--- config.mk ---
export PLATFORM = sky130hd
export DESIGN_NAME = selector
export DESIGN_NICKNAME = d
export VERILOG_FILES = /design/src/rtl/viterbi_pkg.sv /design/src/rtl/metric_min2.sv /design/src/rtl/selector.sv
export SDC_FILE = /design/constraint.sdc
export NUM_CORES = 1
export LEC_CHECK = 0
export CAP_MARGIN = 20
export CORE_MARGIN = 2
export CORE_UTILIZATION = 32
export CTS_CLUSTER_DIAMETER = 100
export CTS_CLUSTER_SIZE = 10
export DETAILED_ROUTE_END_ITERATION = 16
export PLACE_DENSITY = 0.81
export SKIP_LAST_GASP = 1
export SLEW_MARGIN = 10
export SYNTH_ARGS = -nofsm -noshare
export SYNTH_HDL_FRONTEND = slang
export SYNTH_SLANG_ARGS = --single-unit
--- constraint.sdc ---
create_clock -name clk -period 1.36 [get_ports clk]
set_clock_uncertainty 0.05 [all_clocks]
set_input_delay 0.272 -clock clk [delete_from_list [all_inputs] [get_ports clk]]
set_output_delay 0.272 -clock clk [all_outputs]
set_load 0.01 [all_outputs]
--- src/rtl/viterbi_pkg.sv ---
// Shared widths and trellis state indices for the Viterbi decoder datapath.
// Used by the ACS-stage survivor selector and its compare tree.
package viterbi_pkg;

  localparam int PATH_W   = 8;
  localparam int METRIC_W = 4;
  localparam int PTR_W    = 3;

  localparam int NUM_STATES = 4;

  typedef enum logic [1:0] {
    S00 = 2'd0,
    S01 = 2'd1,
    S10 = 2'd2,
    S11 = 2'd3
  } state_idx_t;

endpackage

--- src/rtl/metric_min2.sv ---
// Two-way compare of (metric, path, state index) tuples.
// The left operand wins on equal metrics, so a tree of these favours lower state indices.
module metric_min2
  import viterbi_pkg::*;
#(
  parameter int P_W = PATH_W,
  parameter int M_W = METRIC_W
) (
  input  logic [M_W-1:0] metric_a,
  input  logic [P_W-1:0] path_a,
  input  state_idx_t     idx_a,
  input  logic [M_W-1:0] metric_b,
  input  logic [P_W-1:0] path_b,
  input  state_idx_t     idx_b,
  output logic [M_W-1:0] metric_y,
  output logic [P_W-1:0] path_y,
  output state_idx_t     idx_y
);

  logic take_b;

  // Strict less-than keeps the left operand on a tie.
  assign take_b = (metric_b < metric_a);

  always_comb begin
    metric_y = metric_a;
    path_y   = path_a;
    idx_y    = idx_a;
    if (take_b) begin
      metric_y = metric_b;
      path_y   = path_b;
      idx_y    = idx_b;
    end
  end

endmodule

--- src/rtl/selector.sv ---
// Survivor-path selector: registers the path of the minimum-metric trellis state.
// Ties resolve toward the lowest state index through a left-biased 2-level tree.
module selector
  import viterbi_pkg::*;
#(
  parameter int P_W   = PATH_W,
  parameter int M_W   = METRIC_W,
  parameter int PT_W  = PTR_W
) (
  input  logic            clk,
  input  logic            rst,
  input  logic [P_W-1:0]  updated_selected_branch_at_00,
  input  logic [P_W-1:0]  updated_selected_branch_at_01,
  input  logic [P_W-1:0]  updated_selected_branch_at_10,
  input  logic [P_W-1:0]  updated_selected_branch_at_11,
  input  logic [M_W-1:0]  new_branch_metric_00,
  input  logic [M_W-1:0]  new_branch_metric_01,
  input  logic [M_W-1:0]  new_branch_metric_10,
  input  logic [M_W-1:0]  new_branch_metric_11,
  input  logic [PT_W-1:0] write_pointer_in,
  input  logic            valid_in,
  output logic [P_W-1:0]  out
);

  logic [P_W-1:0] path_arr   [NUM_STATES];
  logic [M_W-1:0] metric_arr [NUM_STATES];

  assign path_arr[0]   = updated_selected_branch_at_00;
  assign path_arr[1]   = updated_selected_branch_at_01;
  assign path_arr[2]   = updated_selected_branch_at_10;
  assign path_arr[3]   = updated_selected_branch_at_11;
  assign metric_arr[0] = new_branch_metric_00;
  assign metric_arr[1] = new_branch_metric_01;
  assign metric_arr[2] = new_branch_metric_10;
  assign metric_arr[3] = new_branch_metric_11;

  // First tree level: stage A = min(00,01), stage B = min(10,11).
  logic [M_W-1:0] lvl1_metric [2];
  logic [P_W-1:0] lvl1_path   [2];
  state_idx_t     lvl1_idx    [2];

  generate
    for (genvar gi = 0; gi < 2; gi++) begin : g_lvl1
      localparam state_idx_t IDX_L = state_idx_t'(2'(2 * gi));
      localparam state_idx_t IDX_R = state_idx_t'(2'(2 * gi + 1));

      metric_min2 #(
        .P_W (P_W),
        .M_W (M_W)
      ) u_min (
        .metric_a (metric_arr[2*gi]),
        .path_a   (path_arr[2*gi]),
        .idx_a    (IDX_L),
        .metric_b (metric_arr[2*gi+1]),
        .path_b   (path_arr[2*gi+1]),
        .idx_b    (IDX_R),
        .metric_y (lvl1_metric[gi]),
        .path_y   (lvl1_path[gi]),
        .idx_y    (lvl1_idx[gi])
      );
    end
  endgenerate

  logic [M_W-1:0] best_metric;
  logic [P_W-1:0] best_path;
  state_idx_t     best_idx;

  metric_min2 #(
    .P_W (P_W),
    .M_W (M_W)
  ) u_min_final (
    .metric_a (lvl1_metric[0]),
    .path_a   (lvl1_path[0]),
    .idx_a    (lvl1_idx[0]),
    .metric_b (lvl1_metric[1]),
    .path_b   (lvl1_path[1]),
    .idx_b    (lvl1_idx[1]),
    .metric_y (best_metric),
    .path_y   (best_path),
    .idx_y    (best_idx)
  );

  logic [P_W-1:0]  out_reg;
  logic [PT_W-1:0] wr_ptr_reg;

  always_ff @(posedge clk or negedge rst) begin
    if (!rst) begin
      out_reg    <= '0;
      wr_ptr_reg <= '0;
    end else if (valid_in) begin
      out_reg    <= best_path;
      wr_ptr_reg <= write_pointer_in;
    end
  end

  assign out = out_reg;

  // The pointer, winning metric and index are held for the traceback stage, which is not attached yet.
  logic unused_sink;
  assign unused_sink = ^{wr_ptr_reg, best_metric, best_idx};

endmodule

* Word-level counts from Yosys, hierarchy flattened
Cells that the tools add are included.
** Storage, ports and cells
- Word-level logic and storage cells :: 9
- Memories kept :: 0
- Bits of input ports :: 54
- Latch bits :: 0
- Memory bits (writable) :: 0
- Register bits after elaboration :: 8
- Memory bits (read-only) :: 0
** Cells by class
- Equality and inequality tests :: 0
- Div/mod/pow operators :: 0
- Mux-type cells :: 5
- $lt $le $gt $ge :: 3
- Shifts and indexed selects :: 0
- Reductions and logical operators :: 0
- Bitwise logic cells :: 0
- Add/sub/neg operators :: 0
- Multiply operators :: 0
** Operators by type and width (count)
- 8-bit two-way mux :: 3
- 4-bit less-than comparator :: 3
- 4-bit two-way mux :: 2

* Logic depth before layout (Yosys ltp)
Gate-level depths: netlist (run 1).
- Word-level depth :: 4
- Gate-level depth with buffers :: 13
- Mapped depth without buffers :: 12

* Cells and area by module
Synthesis (run 1) repeated with hierarchy kept, for this count alone.
** Second synthesis, totals
- Cells, all modules :: 97
- Area total of the unflattened synthesis :: 1194.9 um^2
** By module, submodules not included
- metric_min2 :: cells an instance 26, area each 285.3 um^2, instances 3
- selector :: cells an instance 19, area each 339.1 um^2, instances 1

* Worst setup path after synthesis (run 1)
OpenSTA, ideal clock, no wires.
- Kind :: input port to flip-flop
- Start point :: input new_branch_metric_10[2]
- End point :: register out_reg[0] (netlist: out[0])
- Path buffers :: 1
- Stages :: 13
- Path slack :: -1.813 ns
- Data arrival time :: 2.996 ns
- Cells stage by stage :: inv_1 -> ha_1 -> o21ai_0 -> nor2b_1 -> nor2_1 -> mux2_2 -> ha_1 -> a21o_1 -> a21o_1 -> a31o_1 -> or2_0 -> buf_2 -> a311o_1
** On the way
- Word-level cells in the longest chain between the ends :: 4
** RTL lines
- start, declared :: line selector.sv:18 : input logic [M_W-1:0] new_branch_metric_10,
- 4-bit less-than comparator :: line metric_min2.sv:23 : assign take_b = (metric_b < metric_a);
- 4-bit two-way mux :: line metric_min2.sv:29 : if (take_b) begin
- 4-bit less-than comparator :: line metric_min2.sv:23
- 8-bit two-way mux * :: line metric_min2.sv:29
- end signal, assigned :: line selector.sv:91 : out_reg <= best_path;
- end, declared :: line selector.sv:83 : logic [P_W-1:0] out_reg;
Mark *: on every way between the ends. The rest lies on a longest branch, timed or not.
A chain may end at the register's enable or synchronous reset.

* Final worst setup path (run 1)
- Start point :: input new_branch_metric_00[1]
- End point :: register out_reg[4] (netlist: out[4])
** On the way
- Word-level cells in the longest chain between the ends :: 4
** RTL lines
- start, declared :: line selector.sv:16 : input logic [M_W-1:0] new_branch_metric_00,
- 4-bit less-than comparator :: line metric_min2.sv:23
- 4-bit two-way mux :: line metric_min2.sv:29
- 4-bit less-than comparator :: line metric_min2.sv:23
- 8-bit two-way mux * :: line metric_min2.sv:29
Marked as above.

==> results.ini, run 1 <==
[worst_setup_path]
crit_chain = buf_8, inv_6, ha_4, a2111oi_4, nor3_4, mux2i_2, ha_4, a21o_1, a21o_1, a31o_1, or2_4, a311o_1
reg2reg_slack_ns = 0.41
critPathKind = primary input to flop
max_stage_delay_ns = 0.37
cp.arrival_ns = 2.78
startpoint_type = primary input
crit_required_ns = 1.43
worstReg2RegEnd = out[4]$_DFFE_PN0P_
critPathMaxFanout = 8
r2r_start = out[4]$_DFFE_PN0P_
crit_path_end_kind = flop
slowest_stage = a2111oi_4
r2r_cells = 2

[yosys]
avgSynthCellArea_sq_um = 8.978
synth_seq_cells = 8
syn-num-nets = 179
ys.flop_type = dfrtp_1
synth_edf_count = 0
ys_top_cells_by_count = ha_1 (11), o21ai_0 (11), nand3_1 (10), nor2b_1 (10), inv_1 (9)
syn_inst = 114
synth_area_leaders = dfrtp_1 (20%), ha_1 (13%), a311o_1 (7.8%)
ys_seq_area_frac = 0.1956
synth_top_cell_by_area = dfrtp_1
synth_cell_types = 30
syn_area_sq_mm = 0.001023
yosysWarnings = 0
async_flop_share = 1.000
yosysTopAreaCellShare = 0.1956

[layout]
fin_nets = 271
finalInstanceArea_sq_mm = 0.002177
n_antenna_cell = 0
instances_no_fill = 248
largest_reg_flops = 8
fill_cells = 218
multi_input_area_sq_mm = 0.001037
drive_gt1_frac = 0.4314
regArea_sq_um = 200.2
syn2layout_area_growth_pct = 112.7

[floorplan]
die_h_microns = 60.56
fp-row-count = 20
core-area_sq_mm = 0.003053
io_pins = 62
dieArea_sq_mm = 0.003667
die_x_microns = 60.56
start_util = 0.3352

[sta]
slew_violations = 0
finalCritPeriodShare = 1.995
setup_viol = 8
rsz0062_at_grt = yes
post-route-min-period_ns = 2.713
max_freq_ghz = 0.3686
hold_viol = 0
setup_ws_ns = -1.353
max_slew_margin = 0.6642
worst_pin_slew_ns = 0.5031

[drt]
drt_iter0_markers = 49
drt_first_pass_iters = 4
drc = 0
finalWirelength_mm = 4.218
routed-via-count = 1335
wl_per_cell_microns = 17.01
antenna_left = 0
viasPerCell = 5.383

[global_route]
globalRouteOverflowTotal = 0
grt_pass1_vias = 1376
busiest_layer = met2
antenna_found_initial = 0
grt_usage = 0.2376
met1_usage = 0.2552
met2_usage = 0.4301
grt_pass1_wl_mm = 6.327
grt_max_degree = 17
grt_use_met3 = 0.04051

[clocking]
cts_sinks = 8
worstSkewPairLatency_ns = 0.25
tritoncts = yes
cts.path.max_buffers = 2
cts_root_buffer = clkbuf_4
htreeDepth = 1
cts_made_buffers = 3
cts.clk_slew.worst_paths_ns = 0.05

[pwr]
p_seq_frac = 0.211
p_switching_w = 0.0005837
power_density_mw_per_mm2 = 734.8
intPower_w = 0.001016
p_sw_frac = 0.3648
p_clk_frac = 0.109
combPwrFrac = 0.680
leakagePower_nw = 0.9002
peakVddDrop_mv = 0.6386

[placed_design]
portBuffers = 58
dp_hpwl_mm = 2.995
gp_routability_congestion = 0.8195
place_area_sq_mm = 0.001961
dp.cells = 242

[flow_run]
drv_cap = 0

[status]
outcome = finished, violations left
violations = negative setup slack

[min_path]
hp-class = primary input to async pin

cell families (layout without fill, tap and decap cells):
family                     Yosys count  after routing  synth area share
AOI/OAI and AO/OA                   39             39            0.3044
and+or+nand+nor                     32             32            0.1870
muxes                               12             12            0.1333
buffers and inverters               12            102           0.04522
adders and majority gates           11             11            0.1345
DFF                                  8              8            0.1956
through the flow:
step                      setup TNS, ns  utilization  hold WS [ns]  setup WS [ns]  power (W)
after floorplan                  -12.44            -      -0.07359         -1.588  0.0007919
after global routing             -11.13       0.7131        0.2851         -1.414   0.001702
after detailed placement         -17.27       0.6422        0.5300         -2.257   0.001287
final                            -10.62       0.7131        0.2571         -1.353   0.001600
after CTS                        -10.01       0.7016        0.2599         -1.292   0.001557
after global placement           -17.00       0.6422        0.5198         -2.224   0.001253
critical path, delay by kind of cell:
family | cells | cell delay, ns
fa+ha+maj | 2 | 0.49
mux | 1 | 0.23
simple gates | 2 | 0.39
compound gates | 5 | 1.30
buf+inv | 2 | 0.12
power by group through the flow:
stage	logic (W)	registers, W	clock network [W]
2_1_floorplan	0.000421	0.000371	0
3_3_place_gp	0.000918	0.000336	0
3_5_place_dp	0.000944	0.000342	0
4_1_cts	0.00103	0.000337	0.000186
5_1_grt	0.00115	0.000347	0.000202
6_report	0.00109	0.000338	0.000174
final cells by class:
type	instances	share of cell area
multi-input combinational	94	0.4764
clock buffer	3	0.01034
tap	44	0.02529
inverter	9	0.02356
timing repair buffer	90	0.3724
sequential	8	0.09195
how the worst max path moves through the flow:
stage,cells after the start,startpoint,slack [ns],to
finish,12,new_branch_metric_00[1],-1.35,out[4]$_DFFE_PN0P_
global route,13,new_branch_metric_00[1],-1.41,out[7]$_DFFE_PN0P_
CTS,13,new_branch_metric_10[1],-1.29,out[4]$_DFFE_PN0P_
detailed placement,15,new_branch_metric_10[3],-2.26,out[3]$_DFFE_PN0P_
global placement,15,new_branch_metric_10[3],-2.22,out[3]$_DFFE_PN0P_
floorplan,12,new_branch_metric_00[3],-1.59,out[0]$_DFFE_PN0P_
per-layer routing:
metal  share of wire  up-vias  routed length (microns)
met4           0.044        0                      187
met1            0.40      629                     1670
met2            0.52       58                     2175
li1                -      631                        -
met5               0        -                        0
met3           0.044       17                      185
cells in the final DEF (no fill, tap or decap), drive strengths merged:
cell type       n
buf            44
clkdlybuf4s50  34
o21ai          12
ha             11
dlygate4sd2    10
nand3          10
nor2b          10
mux2           10
a2111oi         9
inv             9
a311o           8
dfrtp           8
nor2            5
a21o            4
nor3            4
clkbuf          3
a211oi          2
nand2b          2
mux2i           2
clkdlybuf4s15   2
o21a            1
o22ai           1
a31oi           1
a31o            1
or2             1
what timing repair did:
| item | 4_1_cts | 5_1_grt |
|---|---|---|
| endpoints found under the setup margin | 16 | 8 |
| buffers inserted | 7 | 1 |
| endpoints found under the hold margin | 0 | 0 |
| pin swaps | 21 | 4 |
| hold buffers | 0 | 0 |
| resized for setup | 109 | 6 |
Power figures use the tool's default switching activity.
==> inputs of run 2 (changes only) <==
--- a/config.mk
+++ b/config.mk
@@ -11,6 +11,7 @@
 export CTS_CLUSTER_DIAMETER = 100
 export CTS_CLUSTER_SIZE = 10
 export DETAILED_ROUTE_END_ITERATION = 16
+export GPL_ROUTABILITY_DRIVEN = 0
 export PLACE_DENSITY = 0.81
 export SKIP_LAST_GASP = 1
 export SLEW_MARGIN = 10
==> results of run 2 <==
The final DEF is identical to that of run 1; final timing and power are the same.
==> edit: new RTL, flow settings as in run 2 <==
Register the input `updated_selected_branch_at_10` before use, with the module's reset. The logic sees it one clock later. The other inputs are not delayed to match.
--- a/src/rtl/selector.sv
+++ b/src/rtl/selector.sv
@@ -24,2 +24,12 @@
 
+  logic [P_W-1:0] updated_selected_branch_at_10_q;
+
+  always_ff @(posedge clk or negedge rst) begin
+    if (!rst) begin
+      updated_selected_branch_at_10_q <= '0;
+    end else begin
+      updated_selected_branch_at_10_q <= updated_selected_branch_at_10;
+    end
+  end
+
   logic [P_W-1:0] path_arr   [NUM_STATES];
@@ -29,3 +39,3 @@
   assign path_arr[1]   = updated_selected_branch_at_01;
-  assign path_arr[2]   = updated_selected_branch_at_10;
+  assign path_arr[2]   = updated_selected_branch_at_10_q;
   assign path_arr[3]   = updated_selected_branch_at_11;
Formal check against the unedited RTL: not equivalent (a bounded check fails within 4 cycles, from zero or initial values and one cycle with rst low).
==> edit against run 2 <==
- the run still ends with setup timing left
- setup slack better by 0.090 ns
- non-clock buffer count is 7 higher
- final cell count increased by 8.1%
- global-route usage is 4.2 points lower
- power increased by 29%
- final area up 12%
- synthesized area rose by 20%
- clock power increased by 140%
- highest routed layer unchanged
- sequential cell count grew 8
- via count rose by 3.5%
- routed wire length decreased by 9.1%
- critical endpoint is now out[7]
==> edit: results (changes against run 2) <==
status: "complete, but fails checks"  # unchanged
violations: "setup timing"  # unchanged
wl_met2_mm: 2.02  # was 2.18 mm
cts_resized: 98  # was 109
place_area_um2: 2210  # was 1960 um^2
p_sw_w: 0.000641  # was 0.000584 W
vias: 1382  # was 1335
grtUsageTotal: 0.196  # was 0.238
wl_met3_um: 227  # was 185 um
total_power_w: 0.00206  # was 0.00160 W
grt.met2_usage: 0.362  # was 0.430
nets: 286  # was 271
place_ws_ns: -2.15  # was -2.26 ns
fin_tns_setup_ns: -9.94  # was -10.62 ns
wl_met1_mm: 1.55  # was 1.67 mm
wl_mm: 3.83  # was 4.22 mm
place_inst: 260  # was 242
drt_iter0_markers: 26  # was 49
synthTopCellsByCount: "dfrtp_1, ha_1, o21ai_0, nand3_1, nor2b_1"  # was ha_1, o21ai_0, nand3_1, nor2b_1, inv_1
power_leakage_nw: 1.05  # was 0.900 nW
pg_seq_w: 0.000590  # was 0.000338 W
cp_slowest_cell: "a311o_1"  # was a2111oi_4
peakVddDrop_mv: 0.686  # was 0.639 mV
setup_slack_ns: -1.26  # was -1.35 ns
setup_violations: 8  # unchanged
grt_pass1_vias: 1460  # was 1376
grt_pass1_wl_mm: 6.55  # was 6.33 mm
power_frac_clock: 0.200  # was 0.109
cts-root-buf: "clkbuf_8"  # was clkbuf_4
yosysSeqAreaShare: 0.327  # was 0.196
synth_nets: 187  # was 179
r2r_cells: 4  # was 2
whs_ns: 0.291  # was 0.257 ns
## edit: cell families after synthesis
family / after synthesis / synth area share
flip-flops: 16 / 0.327
buffers and inverters: 12 / 0.0378
AND/OR/NAND/NOR: 32 / 0.156
multiplexers: 12 / 0.111
AO/OA/AOI/OAI: 39 / 0.255
adder cells (fa/ha/maj): 11 / 0.112
## edit: cell type report
type / instances / area (um^2)
clock buffers: 4 / 55.1
fillers: 295 / 1220
inverters: 9 / 53.8
multi-input cells: 94 / 1020
flip-flops and latches: 16 / 400
well taps: 48 / 60.1
repair buffers: 97 / 855
## edit: final timing paths
check	to	startpoint
setup reg to reg	out[7]	updated_selected_branch_at_10_q[7]
hold / removal	updated_selected_branch_at_10_q[3]	rst
min in group clk	updated_selected_branch_at_10_q[6]	updated_selected_branch_at_10[6]
setup / recovery	out[7]	new_branch_metric_00[3]
hold reg to reg	out[2]	out[2]
max in group asynchronous	out[7]	rst
